## config.mk

```make
export PLATFORM = sky130hd
export DESIGN_NAME = seven_seg_mux_driver
export DESIGN_NICKNAME = d
export VERILOG_FILES = /design/src/rtl/seven_seg_mux_driver.sv
export SDC_FILE = /design/constraint.sdc
export NUM_CORES = 1
export LEC_CHECK = 0
export BUFFER_PORTS_ARGS = -buffer_cell sky130_fd_sc_hd__buf_2
export CAP_MARGIN = 5
export CORE_MARGIN = 4
export CORE_UTILIZATION = 45
export DETAILED_ROUTE_END_ITERATION = 7
export PLACE_DENSITY_LB_ADDON = 0.1
export SETUP_SLACK_MARGIN = 0.5
export SYNTH_ARGS = -nofsm -noshare
export SYNTH_HDL_FRONTEND = slang
export SYNTH_SLANG_ARGS = --single-unit
```

## constraint.sdc

```tcl
create_clock -name clk -period 2 [get_ports clk]
set_input_delay 0.1 -clock clk [delete_from_list [all_inputs] [get_ports clk]]
set_output_delay 0.1 -clock clk [all_outputs]
set_load 0.02 [all_outputs]
```

## src/rtl/seven_seg_mux_driver.sv

```systemverilog
// seven_seg_mux_driver: time-multiplexed NUM_DIGITS hex display driver with shadow load, dp, leading-zero blanking and anti-ghost blank.
// Ports: clk, resetn (sync active-low); data (hex nibbles, digit 0 in [3:0]), dp_in (per-digit dp), load (capture shadow),
// blank_lz (leading-zero suppression), enable (0 = dark); seg_out (active-low, bit7 = dp), digit_sel (one-hot select), digit_idx (current slot).
module seven_seg_mux_driver #(
    parameter int NUM_DIGITS       = 4,
    parameter int REFRESH_DIV      = 50000,
    parameter int BLANK_CYCLES     = 2,
    parameter int ANODE_ACTIVE_LOW = 1,
    localparam int IW = NUM_DIGITS > 1 ? $clog2(NUM_DIGITS) : 1
) (
    input  logic                    clk,
    input  logic                    resetn,
    input  logic [4*NUM_DIGITS-1:0] data,
    input  logic [NUM_DIGITS-1:0]   dp_in,
    input  logic                    load,
    input  logic                    blank_lz,
    input  logic                    enable,
    output logic [7:0]              seg_out,
    output logic [NUM_DIGITS-1:0]   digit_sel,
    output logic [IW-1:0]           digit_idx
);
    localparam int CW = $clog2(REFRESH_DIV);
    localparam logic [NUM_DIGITS-1:0] OFF = ANODE_ACTIVE_LOW != 0 ? '1 : '0;
    localparam logic [6:0] GLYPH [16] = '{7'h40, 7'h79, 7'h24, 7'h30, 7'h19, 7'h12, 7'h02, 7'h78,
                                          7'h00, 7'h10, 7'h08, 7'h03, 7'h46, 7'h21, 7'h06, 7'h0E};
    typedef enum logic {BLANK, DISPLAY} state_t;
    state_t                  state, state_n;
    logic [CW-1:0]           cnt, cnt_n;
    logic [IW-1:0]           idx_n;
    logic [7:0]              seg_n, pattern;
    logic [NUM_DIGITS-1:0]   sel_n, sel_on, sup;
    logic [4*NUM_DIGITS-1:0] sh_data;
    logic [NUM_DIGITS-1:0]   sh_dp;
    logic                    z;
    always_ff @(posedge clk) begin
        if (!resetn) begin
            sh_data <= '0;
            sh_dp   <= '0;
        end else if (load) begin
            sh_data <= data;
            sh_dp   <= dp_in;
        end
    end
    // sup[i]: every nibble from the top down to i is zero; digit 0 is never suppressed
    always_comb begin
        z   = 1'b1;
        sup = '0;
        for (int i = NUM_DIGITS - 1; i > 0; i--) begin
            z      = z & (sh_data[i*4 +: 4] == 4'h0);
            sup[i] = z;
        end
    end
    assign pattern = {~sh_dp[digit_idx], (blank_lz && sup[digit_idx]) ? 7'h7F : GLYPH[sh_data[digit_idx*4 +: 4]]};
    assign sel_on  = ANODE_ACTIVE_LOW != 0 ? ~(NUM_DIGITS'(1) << digit_idx) : NUM_DIGITS'(1) << digit_idx;
    always_comb begin
        state_n = state;
        cnt_n   = cnt + 1'b1;
        idx_n   = digit_idx;
        seg_n   = seg_out;
        sel_n   = digit_sel;
        if (!enable) begin
            state_n = BLANK;
            cnt_n   = '0;
            seg_n   = 8'hFF;
            sel_n   = OFF;
        end else if (state == BLANK) begin
            if (cnt == CW'(BLANK_CYCLES - 1)) begin
                state_n = DISPLAY;
                seg_n   = pattern;
                sel_n   = sel_on;
            end
        end else if (cnt == CW'(REFRESH_DIV - 1)) begin
            state_n = BLANK;
            cnt_n   = '0;
            seg_n   = 8'hFF;
            sel_n   = OFF;
            idx_n   = digit_idx == IW'(NUM_DIGITS - 1) ? '0 : digit_idx + 1'b1;
        end
    end
    always_ff @(posedge clk) begin
        if (!resetn) begin
            state     <= BLANK;
            cnt       <= '0;
            digit_idx <= '0;
            seg_out   <= 8'hFF;
            digit_sel <= OFF;
        end else begin
            state     <= state_n;
            cnt       <= cnt_n;
            digit_idx <= idx_n;
            seg_out   <= seg_n;
            digit_sel <= sel_n;
        end
    end
endmodule
```

==> impl_metrics.toml, run 1 <==
[clocking]
cts_buffer_depth = 2
ctsHtreeMaxLevel = 2
clk_latency_ns = 0.30
clock_sink_count = 51
numCtsBuffers = 5
cts-root-buf = "clkbuf_8"
ctsHoldBuffers = 0
clk_pin_slew_worst_paths_ns = 0.09
cts_tree = "built"

[routing]
drt-wirelength-per-cell_um = 13.72
vias_per_cell = 5.103
routed_wl_mm = 5.747
first_iter_violations = 72
antenna_left = 0
drc_errors = 0
drt-pass1-iter-count = 4
vias = 2138

[power]
ir_drop_mv = 0.3783
p_total_mw = 2.039
leakagePower_nw = 1.334
powerDensity_nw_per_um2 = 607.6

[synthesis]
ys_ff_latch = 51
ys_types = 40
syn_avg_cell_area_um2 = 9.290
synth_top_area_share_pct = 38.56
syn_area_um2 = 2648
synth_warnings = 0
ys_seq_area_share_pct = 38.56
synthCells = 285
yosys-top-cells-area = "dfxtp_1 39%, mux2i_1 9.1%, ha_1 5.7%"
yosys.area.top_type = "dfxtp_1"
syn_nets = 322
synthFlopType = "dfxtp_1"
synthArstFlopShare_pct = 0
synth-edff-count = 0

[sta]
fmax_mhz = 504.0
slew_violations = 0
rsz0062_at_grt = "yes"
setup_viol = 0
tns_ns = 0
hold_violations = 0
period_share_pct = 99.20
postLayoutSetupSlackWorst_ns = 0.01603
slew_headroom_pct = 61.56
worst_pin_slew_ns = 0.5766
period_needed_ns = 1.984
holdWs_ns = 0.04419
fin_skew_ns = 0.008859

[finish]
seq_area_um2 = 1027
utilization_pct = 59.84
fin_cells = 419
multiInputGateArea_um2 = 1652
final_common_cell = "dfxtp_1"
layout.nets = 383
final_cell_mix = "48 x dfxtp_1, 38 x buf_2, 24 x mux2i_1"
n_fill_cell = 519
synthToLayoutAreaGrowth_pct = 26.75
fin_area_um2 = 3356
diodes = 0
layout-drive-gt1-share_pct = 33.14

[outcome]
status = "finished, final reports clean"

[placement]
placed_area_um2 = 3117
port_buffers = 38
dp_hpwl_mm = 4.306
place.gp.congestion = 0.8060
dp_cells = 406
pre_cts_ws_ns = -0.01342

[global_routing]
grt_pass1_vias = 2047
track_usage_pct = 16.80
antenna_found_initial = 0
overflow = 0
grt_max_degree = 23
grt_pass1_wl_mm = 9.860

[setup_path]
worstPathMaxFanout = 6
cpMostUsedCell = "or4_4"
cp_top_family = "simple AND/OR/NAND/NOR gates"
max_stage_delay_ns = 0.52
critPathCaptureType = "register"
cp_num_buf_inv = 1
cp_data_arrival_time_ns = 2.22
slowest_stage = "or4_4"
r2r_slack_ns = 0.02
cp.required_ns = 2.24
start_kind = "register"
criticalPathCategory = "reg -> reg"
path_cells = "or4_4 -> or4_4 -> o31ai_4 -> buf_6 -> nor3_1 -> a21oi_1"

[flow_run]
max_cap_violations = 0

[worst_hold_path]
hold_path.class = "in -> reg"

[floorplanning]
ios = 39
die_h_um = 84.71
row_count = 27
core_um2 = 5608
initial_core_util_pct = 47.21
fp.dieW_um = 84.71
die-area_um2 = 7175
==> kinds of logic after synthesis <==
logic type,share of synthesized area [%]
AO/OA/AOI/OAI,8.460
XOR/XNOR,5.955
adder cells (fa/ha/maj),5.671
buffers and inverters,3.922
flip-flops,38.56
multiplexers,13.33
AND/OR/NAND/NOR,24.10
==> Yosys cell counts, types with 2 or more instances <==
cell type,number
xnor2_1,9
mux4_2,5
xor2_1,9
nor2b_1,20
clkbuf_1,9
mux2i_1,24
nand4_1,3
o21ai_0,12
nor3_1,15
or3_1,2
nand3_1,13
a211oi_1,2
a21oi_2,4
a21oi_1,8
nor4_1,7
o21ai_1,2
inv_1,12
nand2_1,11
buf_2,2
and3_1,5
a31oi_1,2
nand3b_1,2
ha_1,12
or3b_2,2
dfxtp_1,51
nor2_1,23
and2_1,6
==> layout make-up <==
type / instances / area share [%]
clock buffers: 7 / 2.274
clock inverters: 1 / 0.8949
inverters: 12 / 1.491
multi-input cells: 209 / 49.22
flip-flops and latches: 51 / 30.61
well taps: 72 / 2.685
repair buffers: 67 / 12.83
==> worst register-to-register path, stage by stage, from the launching register on <==
cell and delay, ns:
dfxtp_2 0.33, or4_4 0.52, or4_4 0.47, o31ai_4 0.27
buf_6 0.18, nor3_1 0.05, a21oi_1 0.10
==> registers in the layout, indices dropped and copies added (netlist names) <==
register and count:
cnt 16, sh_data 16, digit_sel 4, state 1
digit_idx 2, sh_dp 4, seg_out 8
==> power by group <==
part	internal (mW)	switching [mW]
Combinational	0.124	0.128
Sequential	1.05	0.0280
Clock	0.375	0.338
==> per-layer routing <==
layer	global-route usage, %	share of wire, %	vias to the layer above
met5	0	0	-
met4	5.180	1.3	0
met3	3.925	5.5	5
met2	24.27	42	48
met1	24.67	51	974
li1	-	-	1111
==> worst paths after layout <==
kind / from / to / cells past startpoint
hold reg to reg: seg_out[4]$_SDFFE_PN1P_ / seg_out[4]$_SDFFE_PN1P_ / 2
setup reg to reg: cnt[13]$_SDFF_PN0_ / seg_out[0]$_SDFFE_PN1P_ / 6
hold / removal: dp_in[2] / sh_dp[2]$_SDFFE_PN0P_ / 3
setup / recovery: cnt[13]$_SDFF_PN0_ / seg_out[0]$_SDFFE_PN1P_ / 6
==> repair_timing <==
item                       in CTS  in global routing
pin swaps                       8                  2
cloned                          0                  0
setup endpoints to repair      31                 31
buffers inserted                3                  2
hold endpoints to repair        0                  0
resized for setup              13                 13
Power figures use the tool's default switching activity.
==> inputs of run 2 (changes only) <==
- CORE_UTILIZATION: 45 -> 40
- PLACE_DENSITY: unset -> 0.73
- PLACE_DENSITY_LB_ADDON: 0.1 -> unset
==> run 2 against run 1 <==
Against the previous run: the run now ends with negative setup slack left; maximum frequency shrank 2.3%; clock-buffer cell count shrank 2; global-route usage shrank 1.5 points; power shrank 4.1%; core utilization shrank 7.4 points; worst setup slack lost 0.048 ns; critical path type unchanged; largest cell class unchanged.
==> impl_metrics.toml, run 2 (synthesis results as in run 1) <==
[placement]
place.gp.congestion = 0.8687
port_buffers = 38
pre_cts_ws_ns = -0.009351
dp_hpwl_mm = 4.308

[finish]
multiInputGateArea_um2 = 1659
diodes = 0
final_common_cell = "dfxtp_1"
final_cell_mix = "48 x dfxtp_1, 38 x buf_2, 24 x mux2i_1"
seq_area_um2 = 1027
largestRegisters = "cnt x16, sh_data x16, seg_out x8"
layout.nets = 382
layout-drive-gt1-share_pct = 33.82
synthToLayoutAreaGrowth_pct = 26.61
utilization_pct = 52.49
n_fill_cell = 560

[routing]
drt-pass1-iter-count = 4
routed_wl_mm = 5.709
drc_errors = 0
antenna_left = 0
vias_per_cell = 5.139
first_iter_violations = 63
vias = 2174
drt-wirelength-per-cell_um = 13.50

[floorplanning]
initial_core_util_pct = 41.46
row_count = 29
die-area_um2 = 7984
fp.dieW_um = 89.36
core_um2 = 6386
die_h_um = 89.36
ios = 39

[setup_path]
cp_top_family = "simple AND/OR/NAND/NOR gates"
slowest_stage = "or4_4"
start_kind = "register"
worstPathMaxFanout = 6
cp_num_buf_inv = 1
cp.required_ns = 2.24
path_cells = "or4_4 -> or4_4 -> o31ai_4 -> buf_6 -> nor3_2 -> a21oi_1"
criticalPathCategory = "reg -> reg"
critPathCaptureType = "register"
max_stage_delay_ns = 0.53
cp_data_arrival_time_ns = 2.27
cpMostUsedCell = "or4_4"

[sta]
fin_skew_ns = 0.007995
rsz0062_at_grt = "yes"
worst_pin_slew_ns = 0.5582
period_needed_ns = 2.032
postLayoutSetupSlackWorst_ns = -0.03163
tns_ns = -0.03163
fmax_mhz = 492.2
hold_violations = 0
slew_violations = 0
period_share_pct = 101.6
holdWs_ns = 0.04208
slew_headroom_pct = 62.79
setup_viol = 1

[clocking]
cts_tree = "built"
numCtsBuffers = 5
ctsHtreeMaxLevel = 2
clk_latency_ns = 0.31
cts-root-buf = "clkbuf_8"
cts_buffer_depth = 2
clock_sink_count = 51
clk_pin_slew_worst_paths_ns = 0.10

[global_routing]
track_usage_pct = 15.26
overflow = 0
grt_max_degree = 25
antenna_found_initial = 0
grt_pass1_vias = 2068
grt_pass1_wl_mm = 9.639

[power]
ir_drop_mv = 0.2904
p_total_mw = 1.956
powerDensity_nw_per_um2 = 583.6
leakagePower_nw = 1.340

[outcome]
violations = "negative setup slack"
status = "finished with violations"

[flow_run]
max_cap_violations = 0

[worst_hold_path]
hold_path.class = "in -> reg"
[run 2: changes by cell type in the layout (fill, tap and decap cells not counted), sizes merged]
| cell | delta |
|---|---|
| buf | -1 |
| inv | +2 |
| clkinv | +1 |
| clkbuf | -2 |
| bufinv | -1 |
[run 2: routing by layer]
layer	global-route usage [%]	part of all wire (%)
met1	20.42	47
met2	24.78	46
met3	3.502	5.5
met4	4.060	1.1
met5	0	0
[run 2: tightest hold or removal path, delay by kind of cell]
kind,cells,cell delay (ns)
and+or+nand+nor,1,0.09
buffers and inverters,1,0.07
muxes,1,0.05
[run 2: where the power goes]
part | internal, mW | switching (mW)
clock | 0.254 | 0.369
combinational | 0.125 | 0.133
sequential | 1.05 | 0.0288
total | 1.42 | 0.531
[run 2: layout make-up]
| type | instances | area share, % |
|---|---|---|
| clock inverter | 3 | 0.6719 |
| timing repair buffer | 66 | 12.77 |
| clock buffer | 5 | 2.053 |
| tap | 77 | 2.874 |
| multi-input combinational | 209 | 49.50 |
| sequential | 51 | 30.65 |
| inverter | 12 | 1.493 |
[run 2: timing repair]
action	in CTS	in global routing
endpoints found under the setup margin	31	31
hold buffers	0	0
resized for setup	20	6
pin swaps	5	4
setup buffers	4	2
[run 2: per-stage QoR]
stage	area [um^2]	instances
2_1_floorplan	2731	285
3_3_place_gp	3120	409
3_5_place_dp	3120	409
4_1_cts	3309	421
5_1_grt	3352	423
6_report	3352	423
[run 2: path summary, 6_finish.rpt]
path	startpoint	end	slack, ns	cells past startpoint
worst max register to register	cnt[13]$_SDFF_PN0_	seg_out[0]$_SDFFE_PN1P_	-0.03	6
worst min register to register	digit_sel[3]$_SDFFE_PN1P_	digit_sel[3]$_SDFFE_PN1P_	0.52	2
worst min-delay path	dp_in[2]	sh_dp[2]$_SDFFE_PN0P_	0.04	3
worst max-delay path	cnt[13]$_SDFF_PN0_	seg_out[0]$_SDFFE_PN1P_	-0.03	6
==> inputs of run 3 (changes only) <==
==> constraint.sdc (replaced) <==
create_clock -name clk -period 2 [get_ports clk]
set_input_delay 0.1 -clock clk [delete_from_list [all_inputs] [get_ports clk]]
set_output_delay 0.1 -clock clk [all_outputs]
set_load 0.05 [all_outputs]
==> run 3 against run 2 <==
Against the previous run: critical path depth did not move; global-route usage is 1.4 points higher; the flow still finishes with violations (negative setup slack); die area unchanged; critical path type unchanged; power increased by 8.8%.
==> impl_metrics.toml, run 3 (synthesis results as in run 1) <==
[worst_hold_path]
hold_path.class = "in -> reg"

[global_routing]
grt_util_met1_pct = 20.67
antenna_found_initial = 0
overflow = 0
grt_pass1_vias = 2183
track_usage_pct = 16.70
gr-usage-met3_pct = 4.332
grt_max_degree = 22
use_met2_pct = 28.00
top_usage_layer = "met2"
grt_pass1_wl_mm = 10.32

[setup_path]
cp_data_arrival_time_ns = 2.24
cp.required_ns = 2.21
cp_num_buf_inv = 2
start_kind = "register"
max_stage_delay_ns = 0.54
slowest_stage = "or4_4"
path_cells = "or4_4 -> or4_4 -> o31ai_4 -> buf_6 -> clkbuf_16 -> nor2_1"
cpMostUsedCell = "or4_4"
worstPathMaxFanout = 5
criticalPathCategory = "reg -> reg"
critPathCaptureType = "register"
cp_top_family = "simple AND/OR/NAND/NOR gates"

[sta]
worst_pin_slew_ns = 0.5594
fmax_mhz = 491.7
fin_skew_ns = 0.01399
postLayoutSetupSlackWorst_ns = -0.03359
slew_violations = 0
slew_headroom_pct = 62.71
period_share_pct = 101.7
hold_violations = 0
setup_viol = 11
period_needed_ns = 2.034
rsz0062_at_grt = "yes"
tns_ns = -0.2119

[floorplanning]
fp.dieW_um = 89.36
die_h_um = 89.36
ios = 39
core_um2 = 6386
row_count = 29
initial_core_util_pct = 41.46
die-area_um2 = 7984

[finish]
fin_cells = 430
layout-drive-gt1-share_pct = 35.98
synthToLayoutAreaGrowth_pct = 30.86
largestRegisters = "cnt x16, sh_data x16, seg_out x8"
diodes = 0
final_common_cell = "dfxtp_1"
layout.nets = 389
n_fill_cell = 583
final_cell_mix = "47 x dfxtp_1, 38 x buf_2, 26 x buf_4"

[power]
powerDensity_nw_per_um2 = 614.2
p_total_mw = 2.128
ir_drop_mv = 0.4264
leakagePower_nw = 1.401

[placement]
port_buffers = 38
place.gp.congestion = 0.8963
dp_cells = 410
dp_hpwl_mm = 4.463
pre_cts_ws_ns = 0.009866

[routing]
drc_errors = 0
antenna_left = 0
vias_per_cell = 5.186
drt-pass1-iter-count = 4
drt-wirelength-per-cell_um = 14.43
routed_wl_mm = 6.205
vias = 2230
first_iter_violations = 154

[clocking]
numCtsBuffers = 5
ctsHoldBuffers = 0
cts-root-buf = "clkbuf_8"
cts_tree = "built"
clk_pin_slew_worst_paths_ns = 0.10
clock_sink_count = 51
clk_latency_ns = 0.31
ctsHtreeMaxLevel = 2
cts_buffer_depth = 2

[flow_run]
max_cap_violations = 0

[outcome]
violations = "negative setup slack"
status = "finished with violations"
==> run 3: cell count changes in the layout (fill, tap and decap cells not counted), moves of 3 or more <==
cell    delta
nor2_1     -5
nor3_4     -5
nor3_2     +4
buf_4      +3
nor2_2     +3
==> run 3: power breakdown <==
| group | internal, mW | total [mW] | switching, mW | leakage, nW |
|---|---|---|---|---|
| combinational | 0.138 | 0.287 | 0.149 | 0.921 |
| sequential | 1.05 | 1.07 | 0.0269 | 0.419 |
| clock | 0.412 | 0.768 | 0.357 | 0.0618 |
==> run 3: worst paths after layout <==
path,startpoint,endpoint,slack (ns),depth (start not counted)
setup reg to reg,cnt[13]$_SDFF_PN0_,cnt[5]$_SDFF_PN0_,-0.03,6
hold reg to reg,seg_out[1]$_SDFFE_PN1P_,seg_out[1]$_SDFFE_PN1P_,0.51,2
hold / removal,data[3],sh_data[3]$_SDFFE_PN0P_,0.05,3
setup / recovery,cnt[13]$_SDFF_PN0_,cnt[5]$_SDFF_PN0_,-0.03,6
==> run 3: area by class of cell <==
type | count | area, um^2 | share of cell area [%]
Multi-Input combinational cell | 209 | 1639 | 47.31
Tap cell | 77 | 96.34 | 2.781
Sequential cell | 51 | 1028 | 29.69
Inverter | 12 | 45.04 | 1.300
Clock buffer | 6 | 82.58 | 2.384
Timing Repair Buffer | 73 | 534.3 | 15.42
Clock inverter | 2 | 38.79 | 1.120
==> run 3: layer usage <==
layer,wire length [um],share of wire [%],vias up
li1,-,-,1130
met5,0,0,-
met2,3179,51,54
met4,119,1.9,0
met1,2630,42,1036
met3,275,4.4,10
==> run 3: repair_timing <==
item | 4_1_cts | 5_1_grt
resized for setup | 16 | 14
buffers inserted | 8 | 2
endpoints found under the setup margin | 31 | 31
pin swaps | 9 | 7
hold endpoints to repair | 0 | 0
gates cloned | 1 | 1
==> run 3: stage by stage <==
| step | area (um^2) | hold slack, ns | util (%) |
|---|---|---|---|
| after global routing | 3465 | 0.03894 | 54.25 |
| after CTS | 3377 | 0.04603 | 52.88 |
| after global placement | 3109 | 0.3544 | 48.69 |
| final | 3465 | 0.04666 | 54.25 |
| after detailed placement | 3109 | 0.3674 | 48.69 |
| after floorplan | 2701 | 0.2431 | - |
==> run 3: tightest hold or removal path, delay by kind of cell <==
family                 cells  cell delay (ns)
muxes                      1             0.06
and+or+nand+nor            1             0.09
buffers and inverters      1             0.07
